### src/rtl/mem_arbiter_if.sv
// mem_arbiter_if: fetch, load/store and memory-side signals of the memory arbiter.
interface mem_arbiter_if;
    logic        if_req_valid;
    logic        if_req_ready;
    logic [31:0] if_req_addr;
    logic        if_flush;
    logic        if_rsp_valid;
    logic [31:0] if_rsp_data;
    logic        ls_req_valid;
    logic        ls_req_ready;
    logic        ls_req_we;
    logic [1:0]  ls_req_size;
    logic [31:0] ls_req_addr;
    logic [31:0] ls_req_wdata;
    logic        ls_rsp_valid;
    logic [31:0] ls_rsp_data;
    logic [31:0] mem_rd_addr;
    logic [31:0] mem_rd_data;
    logic [1:0]  mem_wr;
    logic [31:0] mem_wr_addr;
    logic [31:0] mem_wr_data;
    modport slave (
        input  if_req_valid, if_req_addr, if_flush,
        input  ls_req_valid, ls_req_we, ls_req_size, ls_req_addr, ls_req_wdata,
        input  mem_rd_data,
        output if_req_ready, if_rsp_valid, if_rsp_data,
        output ls_req_ready, ls_rsp_valid, ls_rsp_data,
        output mem_rd_addr, mem_wr, mem_wr_addr, mem_wr_data
    );
    modport master (
        output if_req_valid, if_req_addr, if_flush,
        output ls_req_valid, ls_req_we, ls_req_size, ls_req_addr, ls_req_wdata,
        output mem_rd_data,
        input  if_req_ready, if_rsp_valid, if_rsp_data,
        input  ls_req_ready, ls_rsp_valid, ls_rsp_data,
        input  mem_rd_addr, mem_wr, mem_wr_addr, mem_wr_data
    );
endinterface

### src/rtl/mem_arbiter.sv
// mem_arbiter: shares one read port between fetch and loads (loads favoured, fetch
// anti-starvation after STARVE_LIMIT losses); stores use the write port in parallel.
module mem_arbiter #(
    parameter int unsigned STARVE_LIMIT = 4
) (
    input logic           clk,
    input logic           rst_n,
    mem_arbiter_if.slave  bus
);
    localparam logic [3:0] LIM = 4'(STARVE_LIMIT);
    logic [3:0] starve;
    logic       ld_valid, st_valid, fetch_win, if_acc, ld_acc, st_acc;
    logic       if_pend, ls_pend, ld_pend;
    assign st_valid  = bus.ls_req_valid && bus.ls_req_we;
    assign ld_valid  = bus.ls_req_valid && !bus.ls_req_we;
    assign fetch_win = bus.if_req_valid && (!ld_valid || starve == LIM);
    // acceptance is blocked while reset is asserted
    assign if_acc = rst_n && fetch_win;
    assign ld_acc = rst_n && ld_valid && !fetch_win;
    assign st_acc = rst_n && st_valid;
    assign bus.if_req_ready = if_acc;
    assign bus.ls_req_ready = ld_acc || st_acc;
    assign bus.mem_rd_addr  = ld_acc ? bus.ls_req_addr : bus.if_req_addr;
    assign bus.mem_wr       = st_acc ? bus.ls_req_size : 2'd0;
    assign bus.mem_wr_addr  = bus.ls_req_addr;
    assign bus.mem_wr_data  = bus.ls_req_wdata;
    assign bus.if_rsp_valid = if_pend && !bus.if_flush;
    assign bus.if_rsp_data  = bus.if_rsp_valid ? bus.mem_rd_data : 32'd0;
    assign bus.ls_rsp_valid = ls_pend;
    assign bus.ls_rsp_data  = ld_pend ? bus.mem_rd_data : 32'd0;
    always_ff @(posedge clk or negedge rst_n) begin
        if (!rst_n) begin
            if_pend <= 1'b0;
            ls_pend <= 1'b0;
            ld_pend <= 1'b0;
            starve  <= 4'd0;
        end else begin
            if_pend <= if_acc;
            ls_pend <= ld_acc || st_acc;
            ld_pend <= ld_acc;
            starve  <= if_acc ? 4'd0
                     : (ld_acc && bus.if_req_valid && starve != LIM) ? starve + 4'd1
                     : starve;
        end
    end
endmodule

### src/flat_wrapper.sv
// flat-port wrapper written by rule: the top's interface ports become plain ports
module mem_arbiter_flat 
#(
    parameter int unsigned STARVE_LIMIT = 4
)
  (clk, rst_n, bus_if_req_valid, bus_if_req_addr, bus_if_flush, bus_ls_req_valid, bus_ls_req_we, bus_ls_req_size, bus_ls_req_addr, bus_ls_req_wdata, bus_mem_rd_data, bus_if_req_ready, bus_if_rsp_valid, bus_if_rsp_data, bus_ls_req_ready, bus_ls_rsp_valid, bus_ls_rsp_data, bus_mem_rd_addr, bus_mem_wr, bus_mem_wr_addr, bus_mem_wr_data);
  mem_arbiter_if bus_i ();
  input logic clk;
  input logic rst_n;
  input wire logic [$bits(bus_i.if_req_valid)-1:0] bus_if_req_valid;
  input wire logic [$bits(bus_i.if_req_addr)-1:0] bus_if_req_addr;
  input wire logic [$bits(bus_i.if_flush)-1:0] bus_if_flush;
  input wire logic [$bits(bus_i.ls_req_valid)-1:0] bus_ls_req_valid;
  input wire logic [$bits(bus_i.ls_req_we)-1:0] bus_ls_req_we;
  input wire logic [$bits(bus_i.ls_req_size)-1:0] bus_ls_req_size;
  input wire logic [$bits(bus_i.ls_req_addr)-1:0] bus_ls_req_addr;
  input wire logic [$bits(bus_i.ls_req_wdata)-1:0] bus_ls_req_wdata;
  input wire logic [$bits(bus_i.mem_rd_data)-1:0] bus_mem_rd_data;
  output wire logic [$bits(bus_i.if_req_ready)-1:0] bus_if_req_ready;
  output wire logic [$bits(bus_i.if_rsp_valid)-1:0] bus_if_rsp_valid;
  output wire logic [$bits(bus_i.if_rsp_data)-1:0] bus_if_rsp_data;
  output wire logic [$bits(bus_i.ls_req_ready)-1:0] bus_ls_req_ready;
  output wire logic [$bits(bus_i.ls_rsp_valid)-1:0] bus_ls_rsp_valid;
  output wire logic [$bits(bus_i.ls_rsp_data)-1:0] bus_ls_rsp_data;
  output wire logic [$bits(bus_i.mem_rd_addr)-1:0] bus_mem_rd_addr;
  output wire logic [$bits(bus_i.mem_wr)-1:0] bus_mem_wr;
  output wire logic [$bits(bus_i.mem_wr_addr)-1:0] bus_mem_wr_addr;
  output wire logic [$bits(bus_i.mem_wr_data)-1:0] bus_mem_wr_data;
  assign bus_i.if_req_valid = bus_if_req_valid;
  assign bus_i.if_req_addr = bus_if_req_addr;
  assign bus_i.if_flush = bus_if_flush;
  assign bus_i.ls_req_valid = bus_ls_req_valid;
  assign bus_i.ls_req_we = bus_ls_req_we;
  assign bus_i.ls_req_size = bus_ls_req_size;
  assign bus_i.ls_req_addr = bus_ls_req_addr;
  assign bus_i.ls_req_wdata = bus_ls_req_wdata;
  assign bus_i.mem_rd_data = bus_mem_rd_data;
  assign bus_if_req_ready = bus_i.if_req_ready;
  assign bus_if_rsp_valid = bus_i.if_rsp_valid;
  assign bus_if_rsp_data = bus_i.if_rsp_data;
  assign bus_ls_req_ready = bus_i.ls_req_ready;
  assign bus_ls_rsp_valid = bus_i.ls_rsp_valid;
  assign bus_ls_rsp_data = bus_i.ls_rsp_data;
  assign bus_mem_rd_addr = bus_i.mem_rd_addr;
  assign bus_mem_wr = bus_i.mem_wr;
  assign bus_mem_wr_addr = bus_i.mem_wr_addr;
  assign bus_mem_wr_data = bus_i.mem_wr_data;
  mem_arbiter #(.STARVE_LIMIT(STARVE_LIMIT)) u_core (.clk(clk), .rst_n(rst_n), .bus(bus_i));
endmodule
### config.mk
export PLATFORM = sky130hd
export DESIGN_NAME = mem_arbiter_flat
export DESIGN_NICKNAME = d
export VERILOG_FILES = /design/src/rtl/mem_arbiter_if.sv /design/src/rtl/mem_arbiter.sv /design/src/flat_wrapper.sv
export SDC_FILE = /design/constraint.sdc
export NUM_CORES = 1
export LEC_CHECK = 0
export ABC_AREA = 1
export ABC_CLOCK_PERIOD_IN_PS = 2100
export CAP_MARGIN = 20
export CORE_AREA = 2 2 117 119
export CTS_CLUSTER_DIAMETER = 200
export DETAILED_ROUTE_END_ITERATION = 6
export DIE_AREA = 0 0 119 121
export SYNTH_ARGS = -nofsm -noshare
export SYNTH_HDL_FRONTEND = slang
export SYNTH_SLANG_ARGS = --single-unit
export TNS_END_PERCENT = 100
### constraint.sdc
create_clock -name clk -period 2.1 [get_ports clk]
set_input_delay 0.63 -clock clk [delete_from_list [all_inputs] [get_ports clk]]
set_output_delay 0.63 -clock clk [all_outputs]
set_load 0.005 [all_outputs]
After elaboration in Yosys (flattened, before gate mapping) --
Cells that the tools add are included.
Word-level totals: register bits after elaboration 7, input port bits 136, word-level logic and storage cells 30
Operators by class: $add $sub $neg 1, equality and inequality tests 2, muxes and demuxes 6, reductions and logical operators 17
Operators with widths (number):
- $mux 32 | 3
- $logic_and 1x1->1 | 10
- $mux 4 | 2
- $add 4x1->4 const B | 1
- $eq 4x3->1 const B | 1
- $logic_not 1->1 | 4
- $ne 4x3->1 const B | 1
- $logic_or 1x1->1 | 2
- $mux 2 | 1
- $reduce_bool 2->1 | 1

Logic depth before layout (Yosys ltp) --
Gate-level depths: netlist (run 1).
depth in word-level cells 11, mapped depth 7, depth with buffers taken out 7

Worst setup path after synthesis (run 1) --
Ideal clock, no wire load.
path type input port to output port, start point input port bus_ls_req_we, end point output port bus_mem_rd_addr[10], arrival 1240 ps, data required time 1470 ps, path slack 230 ps, stages on the path 6, cell sequence inv_1 -> nand2_1 -> nor2_4 -> buf_2 -> nand3_1 -> nand2_1
On the way: longest elaborated chain between the ends 8
RTL lines:
- start, declared | line flat_wrapper.sv:14 | input wire logic [$bits(bus_i.ls_req_we)-1:0] bus_ls_req_we;
- $logic_not 1->1 (*) | line mem_arbiter.sv:15 | assign ld_valid = bus.ls_req_valid && !bus.ls_req_we;
- $logic_and 1x1->1 (*) | line mem_arbiter.sv:15
- $logic_not 1->1 | line mem_arbiter.sv:16 | assign fetch_win = bus.if_req_valid && (!ld_valid || starve == LIM);
- $logic_or 1x1->1 | line mem_arbiter.sv:16
- $logic_and 1x1->1 | line mem_arbiter.sv:16
- $logic_not 1->1 | line mem_arbiter.sv:19 | assign ld_acc = rst_n && ld_valid && !fetch_win;
- $logic_and 1x1->1 (*) | line mem_arbiter.sv:19
- $mux 32 (*) | line mem_arbiter.sv:23 | assign bus.mem_rd_addr = ld_acc ? bus.ls_req_addr : bus.if_req_addr;
- end, declared | line flat_wrapper.sv:25 | output wire logic [$bits(bus_i.mem_rd_addr)-1:0] bus_mem_rd_addr;
Every way passes the cells marked *; elsewhere a longest branch is shown, timed or not.

Worst setup path in the final report (run 1) --
start point input port bus_ls_req_we, end point output port bus_mem_rd_addr[19]
Same word-level chain as after synthesis.

==> metrics.yaml, run 1 <==
logic_synthesis:
  syn_nets: 494
  synth-warning-count: 0
  synth_seq_cells: 7
  yosysUniqueCellTypes: 16
  syn_inst: 356
  average_size_of_a_mapped_cell_sq_um: 5.20
  yosysSeqAreaShare: 0.0946
  synthesis.area_sq_um: 1850
setup_path:
  timing.critical_path.required_ns: 1.47
  cp_data_arrival_time_ns: 1.64
  critical_path_class: "input port to output pin"
  rr_endpoint: "u_core.starve[3]"
  reg2reg_from: "u_core.starve[1]"
  startpoint_type: "input port"
  maximum_fanout_encountered_on_the_critical_timing_path: 6
  worstSetupEndpointType: "output pin"
  reg2reg_depth: 9
  r2r_setup_slack_ns: 0.78
pwr:
  p_per_area_nw_per_um2: 279
  leakagePower_uw: 0.00285
  ir_drop_mv: 0.180
cts:
  tritoncts.num_buffers: 3
  clock_tree.root_cell: "sky130_fd_sc_hd__clkbuf_16"
  worst_skew_pair.late_latency_ns: 0.23
  clock_pin_slew_of_the_registers_on_the_worst_case_setup_and_hold_paths_ns: 0.04
  ctsHtreeMaxLevel: 1
  cts_tree: "built"
  clk_path_buf_depth: 2
  cts.sinks: 7
floorplan:
  floorplan.initialDensity: 0.142
  overall_die_width_um: 119
  core-area_sq_um: 13100
  placement_rows: 42
  die_height_um: 121
  dieArea_sq_um: 14400
  ports_placed_on_the_boundary: 302
route:
  first_pass_iters: 4
  drt-vias-per-instance: 3.82
  drc: 0
  maxUsedRoutingLayer: "met4"
  drt_first_iter_violations: 109
  dr_total_vias: 2915
  route.layer.met1.wl_um: 3400
  dr_wl_met3_um: 1310
  routed_wirelength_um: 9960
  final_antenna_net_count: 0
  avgRoutedWirePerCell_um: 13.1
  detailroute.wirelength.met2_um: 5140
run_status:
  violations: "negative setup slack"
  status: "complete, but fails checks"
sta:
  postLayoutSetupSlackWorst_ns: -0.169
  layout_worst_path_cycle_share: 1.08
  finalMaxSlewViolations: 0
  fin_crit_ns: 2.27
  grt_setup_unrepaired: "true"
  setup_viol_count_final: 34
  achievable-frequency_mhz: 441
  timing.max_slew.rel_slack: 0.854
  worst_slew_pin_slew_ns: 0.218
  finalClockSkew_ns: 0.00110
  finalHoldViolCount: 0
placed_design:
  dp.final_hpwl_um: 7260
  gpl.final_weighted_congestion: 0.775
  preCtsSetupSlack_ns: -0.886
  place_area_sq_um: 4260
  buffer_ports.inserted: 237
grt:
  grt_start_max_net_pins: 33
  gr_overflow_total: 0
  number_of_antenna_violations_at_the_first_check_in_global_routing: 0
  groute.usage.overall: 0.122
  grt_first_pass_wirelength_um: 14200
  grt_pass1_vias: 2880
finish:
  area_growth_pct: 150
  final_cell_mix: "81 x sky130_fd_sc_hd__clkdlybuf4s50_1, 73 x sky130_fd_sc_hd__inv_1, 69 x sky130_fd_sc_hd__nand2_1, 48 x sky130_fd_sc_hd__buf_2, 47 x sky130_fd_sc_hd__dlygate4sd2_1"
  final_cell_area_sq_um: 4630
  ff_latch_area_sq_um: 175
  finalNetCount: 726
  fillers: 1366
  insertedDiodeCount: 0
  multi_input_comb_area_sq_um: 1100
  layout_commonest_cell: "sky130_fd_sc_hd__clkdlybuf4s50_1"
  layout-drive-gt1-share: 0.382
worst_hold_path:
  worstHoldPathType: "input port to async pin"
job:
  max_cap_viol_count: 0
[how the worst max path moves through the flow]
stage	start	endpoint	slack (ns)	cells after the start
after detailed placement	bus_ls_req_valid	bus_mem_rd_addr[29]	-0.89	7
after global routing	bus_ls_req_we	bus_mem_rd_addr[22]	-0.23	11
after floorplan	bus_ls_req_we	bus_mem_rd_addr[10]	0.23	6
after CTS	bus_ls_req_we	bus_mem_rd_addr[31]	-0.23	11
final	bus_ls_req_we	bus_mem_rd_addr[19]	-0.17	11
after global placement	bus_ls_req_valid	bus_mem_rd_addr[29]	-0.86	7
[worst max-delay path, cell delays in order]
cell                      delay, ns
sky130_fd_sc_hd__buf_8         0.10
sky130_fd_sc_hd__inv_6         0.05
sky130_fd_sc_hd__nand2_4       0.04
sky130_fd_sc_hd__nor2_4        0.10
sky130_fd_sc_hd__buf_6         0.13
sky130_fd_sc_hd__nand2_8       0.08
sky130_fd_sc_hd__buf_16        0.16
sky130_fd_sc_hd__buf_12        0.13
sky130_fd_sc_hd__nand2_4       0.05
sky130_fd_sc_hd__nand2_2       0.04
sky130_fd_sc_hd__buf_2         0.12
[routing by layer]
metal	up-vias	global-route usage
li1	1432	-
met2	225	0.242
met3	10	0.0512
met4	0	0.0231
met5	-	0
met1	1248	0.116
[timing repair]
action / CTS / global route
cloned: 6 / 0
pin swaps: 28 / 15
resized for setup: 396 / 96
endpoints found under the setup margin: 133 / 91
buffers inserted: 20 / 6
hold buffers: 0 / 0
[synthesized netlist by cell type]
cell,n,share of area
sky130_fd_sc_hd__clkbuf_1,6,0.012
sky130_fd_sc_hd__o21ai_0,1,0.0027
sky130_fd_sc_hd__ha_1,2,0.014
sky130_fd_sc_hd__buf_2,5,0.014
sky130_fd_sc_hd__nor2_4,1,0.0061
sky130_fd_sc_hd__a21oi_1,2,0.0054
sky130_fd_sc_hd__nand3b_1,1,0.0041
sky130_fd_sc_hd__inv_1,79,0.16
sky130_fd_sc_hd__nand3_1,36,0.097
sky130_fd_sc_hd__buf_4,68,0.28
sky130_fd_sc_hd__nor2_1,38,0.077
sky130_fd_sc_hd__nand2_1,107,0.22
sky130_fd_sc_hd__dfrtp_1,7,0.095
sky130_fd_sc_hd__nand4_1,1,0.0034
sky130_fd_sc_hd__nand2_4,1,0.0061
sky130_fd_sc_hd__nand4_4,1,0.011
[stage by stage]
step	total power, uW	utilization	std cells	setup TNS, ns	hold slack (ns)
after floorplan	446	-	356	0	0.334
after global placement	919	0.326	732	-61.73	0.534
after detailed placement	923	0.326	732	-62.86	0.543
after CTS	1290	0.356	762	-5.12	0.403
after global routing	1380	0.354	763	-4.98	0.414
final	1290	0.354	763	-2.68	0.400
[flip-flops by register name, indices dropped and copies added, names as in the netlist]
register                 count
u_core.ld_pend               1
u_core.if_pend               1
u_core.bus.ls_rsp_valid      1
u_core.starve                4
[power breakdown]
group	total (uW)	internal (uW)	switching [uW]
sequential	166	153	12.5
combinational	802	477	325
clock	325	253	72.0
[kinds of logic after synthesis]
| logic type | after synthesis | share of synthesized area |
|---|---|---|
| AO/OA/AOI/OAI | 3 | 0.00811 |
| adder cells (fa/ha/maj) | 2 | 0.0135 |
| buffers and inverters | 158 | 0.461 |
| flip-flops | 7 | 0.0946 |
| AND/OR/NAND/NOR | 186 | 0.422 |
[layout make-up]
class	count	share of cell area
clock buffer	4	0.0170
inverter	79	0.0652
multi-input combinational	191	0.237
sequential	7	0.0379
tap	176	0.0476
timing repair buffer	306	0.595
Power figures use the tool's default switching activity.
==> run 2: changes to the inputs <==
--- a/config.mk
+++ b/config.mk
@@ -9,6 +9,7 @@
 export ABC_CLOCK_PERIOD_IN_PS = 2100
 export CAP_MARGIN = 20
 export CORE_AREA = 2 2 117 119
+export CTS_BUF_LIST = sky130_fd_sc_hd__clkbuf_16
 export CTS_CLUSTER_DIAMETER = 200
 export DETAILED_ROUTE_END_ITERATION = 6
 export DIE_AREA = 0 0 119 121
==> metrics.yaml, run 2 (same netlist as run 1, synthesis figures left out) <==
cts:
  ctsHtreeMaxLevel: 1  # unchanged
  tritoncts.num_buffers: 3  # unchanged
  ctsHoldBuffers: 0  # unchanged
  cts_tree: "built"
  cts.sinks: 7  # unchanged
  clock_tree.root_cell: "sky130_fd_sc_hd__clkbuf_16"
  worst_skew_pair.late_latency_ns: 0.23  # about the same
  clock_pin_slew_of_the_registers_on_the_worst_case_setup_and_hold_paths_ns: 0.04  # about the same
  clk_path_buf_depth: 2  # unchanged
sta:
  fin_crit_ns: 2.28  # +0.00657 ns
  finalMaxSlewViolations: 0  # unchanged
  finalClockSkew_ns: 0.000336  # -0.000766 ns
  achievable-frequency_mhz: 439  # -0.29%
  finalHoldViolCount: 0  # unchanged
  postLayoutSetupSlackWorst_ns: -0.176  # -0.00657 ns
  finalSetupTns_ns: -2.81  # -0.135 ns
  grt_setup_unrepaired: "true"
  timing.max_slew.rel_slack: 0.872  # +0.0178
  layout_worst_path_cycle_share: 1.08  # +0.00313
  setup_viol_count_final: 33  # -2.9%
  worst_slew_pin_slew_ns: 0.191  # -0.0266 ns
floorplan:
  overall_die_width_um: 119  # unchanged
  dieArea_sq_um: 14400  # unchanged
  floorplan.initialDensity: 0.142  # unchanged
  die_height_um: 121  # unchanged
  core-area_sq_um: 13100  # unchanged
  placement_rows: 42  # unchanged
  ports_placed_on_the_boundary: 302  # unchanged
route:
  first_pass_iters: 4  # unchanged
  final_antenna_net_count: 0  # unchanged
  avgRoutedWirePerCell_um: 13.0  # -0.78%
  dr_total_vias: 2887  # -0.96%
  routed_wirelength_um: 9860  # -1.0%
  drc: 0  # unchanged
  drt_first_iter_violations: 78  # -28%
  drt-vias-per-instance: 3.79  # -0.70%
grt:
  grt_start_max_net_pins: 33  # unchanged
  grt_first_pass_wirelength_um: 14200  # unchanged
  number_of_antenna_violations_at_the_first_check_in_global_routing: 0  # unchanged
  grt_pass1_vias: 2880  # unchanged
  gr_overflow_total: 0  # unchanged
  groute.usage.overall: 0.122  # unchanged
finish:
  finalNetCount: 724  # -0.28%
  final_cell_mix: "81 x sky130_fd_sc_hd__clkdlybuf4s50_1, 74 x sky130_fd_sc_hd__inv_1, 69 x sky130_fd_sc_hd__nand2_1, 48 x sky130_fd_sc_hd__buf_2, 47 x sky130_fd_sc_hd__dlygate4sd2_1"
  layout_commonest_cell: "sky130_fd_sc_hd__clkdlybuf4s50_1"
  area_growth_pct: 149
  largest_register_ffs: 4  # unchanged
  layout-drive-gt1-share: 0.379  # -0.00211
  insertedDiodeCount: 0  # unchanged
  layoutNonFillerInstCount: 761  # -0.26%
  top_register: "u_core.starve"
pwr:
  ir_drop_mv: 0.179  # -0.65%
  leakagePower_uw: 0.00284  # -0.33%
  p_per_area_nw_per_um2: 278  # -0.45%
run_status:
  status: "complete, but fails checks"
  violations: "negative setup slack"
setup_path:
  startpoint_type: "input port"
  worstSetupEndpointType: "output pin"
  reg2reg_from: "u_core.starve[1]"
  timing.critical_path.required_ns: 1.47  # about the same
  endpoint: "bus_mem_rd_addr[19]"
  critical_path_class: "input port to output pin"
  worstSetupStartpoint: "bus_ls_req_we"
  cp_data_arrival_time_ns: 1.65  # about the same
  rr_endpoint: "u_core.bus.ls_rsp_valid"
  reg2reg_depth: 7  # -2
  r2r_setup_slack_ns: 0.82  # +0.04 ns
  maximum_fanout_encountered_on_the_critical_timing_path: 6  # unchanged
placed_design:
  preCtsSetupSlack_ns: -0.886  # unchanged
  gpl.final_weighted_congestion: 0.775  # unchanged
  buffer_ports.inserted: 237  # unchanged
  number_of_placed_cells_counting_well_taps: 732  # unchanged
  dp.final_hpwl_um: 7260  # unchanged
worst_hold_path:
  worstHoldPathType: "input port to async pin"
job:
  max_cap_viol_count: 0  # unchanged
## run 2: cell count changes in the layout (fill, tap and decap cells not counted)
cell                       delta
sky130_fd_sc_hd__buf_4        -1
sky130_fd_sc_hd__nand2_4      -1
sky130_fd_sc_hd__nand2_2      +1
sky130_fd_sc_hd__inv_1        +1
sky130_fd_sc_hd__buf_6        -1
sky130_fd_sc_hd__clkbuf_1     -1
## run 2: worst min path at each step
stage | endpoint | slack, ns | cells past startpoint | startpoint
global route | u_core.if_pend | 0.41 | 3 | rst_n
finish | u_core.bus.ls_rsp_valid | 0.40 | 3 | rst_n
detailed placement | u_core.starve[3] | 0.54 | 2 | u_core.starve[3]
CTS | u_core.bus.ls_rsp_valid | 0.40 | 3 | rst_n
global placement | u_core.starve[3] | 0.53 | 2 | u_core.starve[3]
floorplan | u_core.bus.ls_rsp_valid | 0.33 | 0 | rst_n
## run 2: routing by layer
layer,track usage,share of wire,vias to the layer above
met5,0,0,-
met4,0.0231,0.0096,0
met3,0.0512,0.13,6
met2,0.242,0.52,210
met1,0.116,0.35,1243
li1,-,-,1428
## run 2: repair_timing
action                     in CTS  in global routing
setup endpoints to repair     133                 91
resized for setup             396                 94
cloned                          6                  0
buffers inserted               20                  4
pin swaps                      28                 16
## run 2: critical path: stages
cell and delay, ns:
sky130_fd_sc_hd__buf_8 0.10, sky130_fd_sc_hd__inv_6 0.05, sky130_fd_sc_hd__nand2_4 0.04, sky130_fd_sc_hd__nor2_4 0.10, sky130_fd_sc_hd__buf_6 0.13, sky130_fd_sc_hd__nand2_8 0.09, sky130_fd_sc_hd__buf_16 0.16, sky130_fd_sc_hd__buf_12 0.13
sky130_fd_sc_hd__nand2_4 0.05, sky130_fd_sc_hd__nand2_2 0.04, sky130_fd_sc_hd__buf_2 0.12
## run 2: power breakdown
| part | leakage [uW] | switching, uW | total [uW] | internal [uW] |
|---|---|---|---|---|
| Combinational | 0.00271 | 322 | 796 | 474 |
| Sequential | 0.0000933 | 12.5 | 166 | 153 |
| Clock | 0.0000423 | 70.3 | 318 | 247 |
## run 2: layout make-up
type	count	area [sq um]
Multi-Input combinational cell	191	1090
Fill cell	1375	8480
Clock buffer	3	75.1
Inverter	79	302
Sequential cell	7	175
Tap cell	176	220
Timing Repair Buffer	304	2740
Clock inverter	1	3.75
## run 2: through the flow
stage	cell area [sq um]	utilization	hold WS [ns]	power (uW)
final	4600	0.352	0.402	1280
after global routing	4600	0.352	0.413	1370
after CTS	4660	0.356	0.403	1290
after detailed placement	4260	0.326	0.543	923
after global placement	4260	0.326	0.534	919
after floorplan	1850	-	0.334	446
==> run 3: changes to the inputs <==
--- a/config.mk
+++ b/config.mk
@@ -6,13 +6,13 @@
 export NUM_CORES = 1
 export LEC_CHECK = 0
 export ABC_AREA = 1
-export ABC_CLOCK_PERIOD_IN_PS = 2100
+export ABC_CLOCK_PERIOD_IN_PS = 2750
 export CAP_MARGIN = 20
-export CORE_AREA = 2 2 117 119
+export CORE_AREA = 2 2 118 120
 export CTS_BUF_LIST = sky130_fd_sc_hd__clkbuf_16
 export CTS_CLUSTER_DIAMETER = 200
 export DETAILED_ROUTE_END_ITERATION = 6
-export DIE_AREA = 0 0 119 121
+export DIE_AREA = 0 0 120 122
 export SYNTH_ARGS = -nofsm -noshare
 export SYNTH_HDL_FRONTEND = slang
 export SYNTH_SLANG_ARGS = --single-unit
==> constraint.sdc (replaced) <==
create_clock -name clk -period 2.75 [get_ports clk]
set_input_delay 0.825 -clock clk [delete_from_list [all_inputs] [get_ports clk]]
set_output_delay 0.825 -clock clk [all_outputs]
set_load 0.005 [all_outputs]
==> metrics.yaml, run 3 (same netlist as run 1, synthesis figures left out) <==
pwr:
  p_per_area_nw_per_um2: 204  # -27%
  leakagePower_uw: 0.00300  # +5.6%
  ir_drop_mv: 0.220  # +23%
  p_total_uw: 921  # -28%
route:
  routed_wirelength_um: 9290  # -5.8%
  drt-vias-per-instance: 3.69  # -2.8%
  first_pass_iters: 4  # unchanged
  avgRoutedWirePerCell_um: 12.2  # -5.6%
  drt_first_iter_violations: 65  # -17%
  final_antenna_net_count: 0  # unchanged
  dr_total_vias: 2803  # -2.9%
  drc: 0  # unchanged
floorplan:
  dieArea_sq_um: 14600  # +1.7%
  die_height_um: 122  # +0.83%
  core-area_sq_um: 13500  # +3.2%
  floorplan.initialDensity: 0.137  # -0.00439
  placement_rows: 43  # +2.4%
  overall_die_width_um: 120  # +0.84%
  ports_placed_on_the_boundary: 302  # unchanged
worst_hold_path:
  worstHoldPathType: "flip-flop to flip-flop"
  instance_count_along_the_most_critical_hold_path: 2
cts:
  tritoncts.num_buffers: 3  # unchanged
  worst_skew_pair.late_latency_ns: 0.23  # about the same
  clk_path_buf_depth: 2  # unchanged
  ctsHoldBuffers: 0  # unchanged
  clock_tree.root_cell: "sky130_fd_sc_hd__clkbuf_16"
  cts.sinks: 7  # unchanged
  clock_pin_slew_of_the_registers_on_the_worst_case_setup_and_hold_paths_ns: 0.04  # about the same
  cts_tree: "built"
  ctsHtreeMaxLevel: 1  # unchanged
placed_design:
  buffer_ports.inserted: 237  # unchanged
  dp.final_hpwl_um: 7090  # -2.2%
  gpl.final_weighted_congestion: 0.761  # -1.8%
  preCtsSetupSlack_ns: -0.601  # +0.284 ns
sta:
  achievable-frequency_mhz: 362
  grt_setup_unrepaired: "true"
  finalMaxSlewViolations: 0  # unchanged
  whs_ns: 0.546  # +0.144 ns
  setup_viol_count_final: 7  # -79%
  finalHoldViolCount: 0  # unchanged
  fin_crit_ns: 2.76
  finalSetupTns_ns: -0.0430  # +2.77 ns
  timing.max_slew.rel_slack: 0.778  # -0.0941
  worst_slew_pin_slew_ns: 0.333  # +0.142 ns
  postLayoutSetupSlackWorst_ns: -0.0118  # +0.164 ns
  finalClockSkew_ns: 0.00405  # +0.00371 ns
  layout_worst_path_cycle_share: 1.00
finish:
  area_growth_pct: 144
  layout-drive-gt1-share: 0.234  # -0.145
  finalNetCount: 719  # -0.69%
  top_register: "u_core.starve"
  final_cell_mix: "114 x sky130_fd_sc_hd__clkdlybuf4s50_1, 94 x sky130_fd_sc_hd__nand2_1, 76 x sky130_fd_sc_hd__inv_1, 49 x sky130_fd_sc_hd__dlygate4sd2_1, 40 x sky130_fd_sc_hd__buf_4"
  largest_register_ffs: 4  # unchanged
  layout_commonest_cell: "sky130_fd_sc_hd__clkdlybuf4s50_1"
  insertedDiodeCount: 0  # unchanged
  fillers: 1489  # +8.3%
  postLayoutCoreUtil: 0.334  # -0.0177
grt:
  grt_pass1_vias: 2667  # -7.4%
  number_of_antenna_violations_at_the_first_check_in_global_routing: 0  # unchanged
  groute.usage.overall: 0.116  # -0.00545
  grt_first_pass_wirelength_um: 13500  # -4.5%
  grt_start_max_net_pins: 33  # unchanged
  gr_overflow_total: 0  # unchanged
setup_path:
  timing.critical_path.required_ns: 1.93  # +0.46 ns
  worstSetupEndpointType: "output pin"
  cp_data_arrival_time_ns: 1.94  # +0.29 ns
  maximum_fanout_encountered_on_the_critical_timing_path: 6  # unchanged
  startpoint_type: "input port"
  reg2reg_depth: 6  # -1
  critical_path_class: "input port to output pin"
job:
  max_cap_viol_count: 0  # unchanged
run_status:
  violations: "negative setup slack"
  status: "complete, but fails checks"
[run 3: critical path, cell delays in order]
cell and delay (ns):
sky130_fd_sc_hd__buf_6 0.10, sky130_fd_sc_hd__inv_4 0.05, sky130_fd_sc_hd__nand2_4 0.05, sky130_fd_sc_hd__nor2_4 0.11, sky130_fd_sc_hd__buf_6 0.13, sky130_fd_sc_hd__nand2_8 0.07, sky130_fd_sc_hd__buf_12 0.14, sky130_fd_sc_hd__buf_8 0.13
sky130_fd_sc_hd__buf_6 0.12, sky130_fd_sc_hd__nand2_2 0.04, sky130_fd_sc_hd__nand2_1 0.05, sky130_fd_sc_hd__buf_2 0.12
[run 3: where the power goes]
| group | internal (uW) | total, uW | leakage [uW] | switching (uW) |
|---|---|---|---|---|
| logic | 330 | 541 | 0.00287 | 210 |
| clock network | 191 | 252 | 0.0000409 | 60.7 |
| registers | 117 | 128 | 0.0000933 | 10.8 |
| total | 639 | 921 | 0.00300 | 282 |
[run 3: final timing paths]
kind	startpoint	endpoint	slack, ns
worst max-delay path	bus_ls_req_we	bus_mem_rd_addr[19]	-0.01
worst min register to register	u_core.starve[3]	u_core.starve[3]	0.55
max in group asynchronous	rst_n	u_core.ld_pend	2.01
worst max register to register	u_core.starve[0]	u_core.bus.ls_rsp_valid	1.39
min in group asynchronous	rst_n	u_core.starve[0]	0.59
worst min-delay path	u_core.starve[3]	u_core.starve[3]	0.55
[run 3: cell type report]
cell class	count	area, sq um	area share
repair buffers	299	2840	0.630
multi-input cells	191	891	0.198
inverters	79	299	0.0663
well taps	180	225	0.0499
flip-flops and latches	7	175	0.0388
clock buffers	3	75.1	0.0166
clock inverters	1	5.00	0.00111
[run 3: what timing repair did]
action                     in CTS  in global routing
gates cloned                    4                  0
setup endpoints to repair      89                 59
gates resized for setup       233                 50
buffers inserted               22                  1
pin swaps                       6                  3
[run 3: layer usage]
metal,GRT usage,part of all wire
met5,0,0
met4,0.0154,0.0053
met3,0.0426,0.13
met2,0.227,0.51
met1,0.121,0.36
[run 3: per-stage QoR]
step,instance area [sq um],std cells
2_1_floorplan,1850,356
3_3_place_gp,4210,731
3_5_place_dp,4210,731
4_1_cts,4540,760
5_1_grt,4510,760
6_report,4510,760
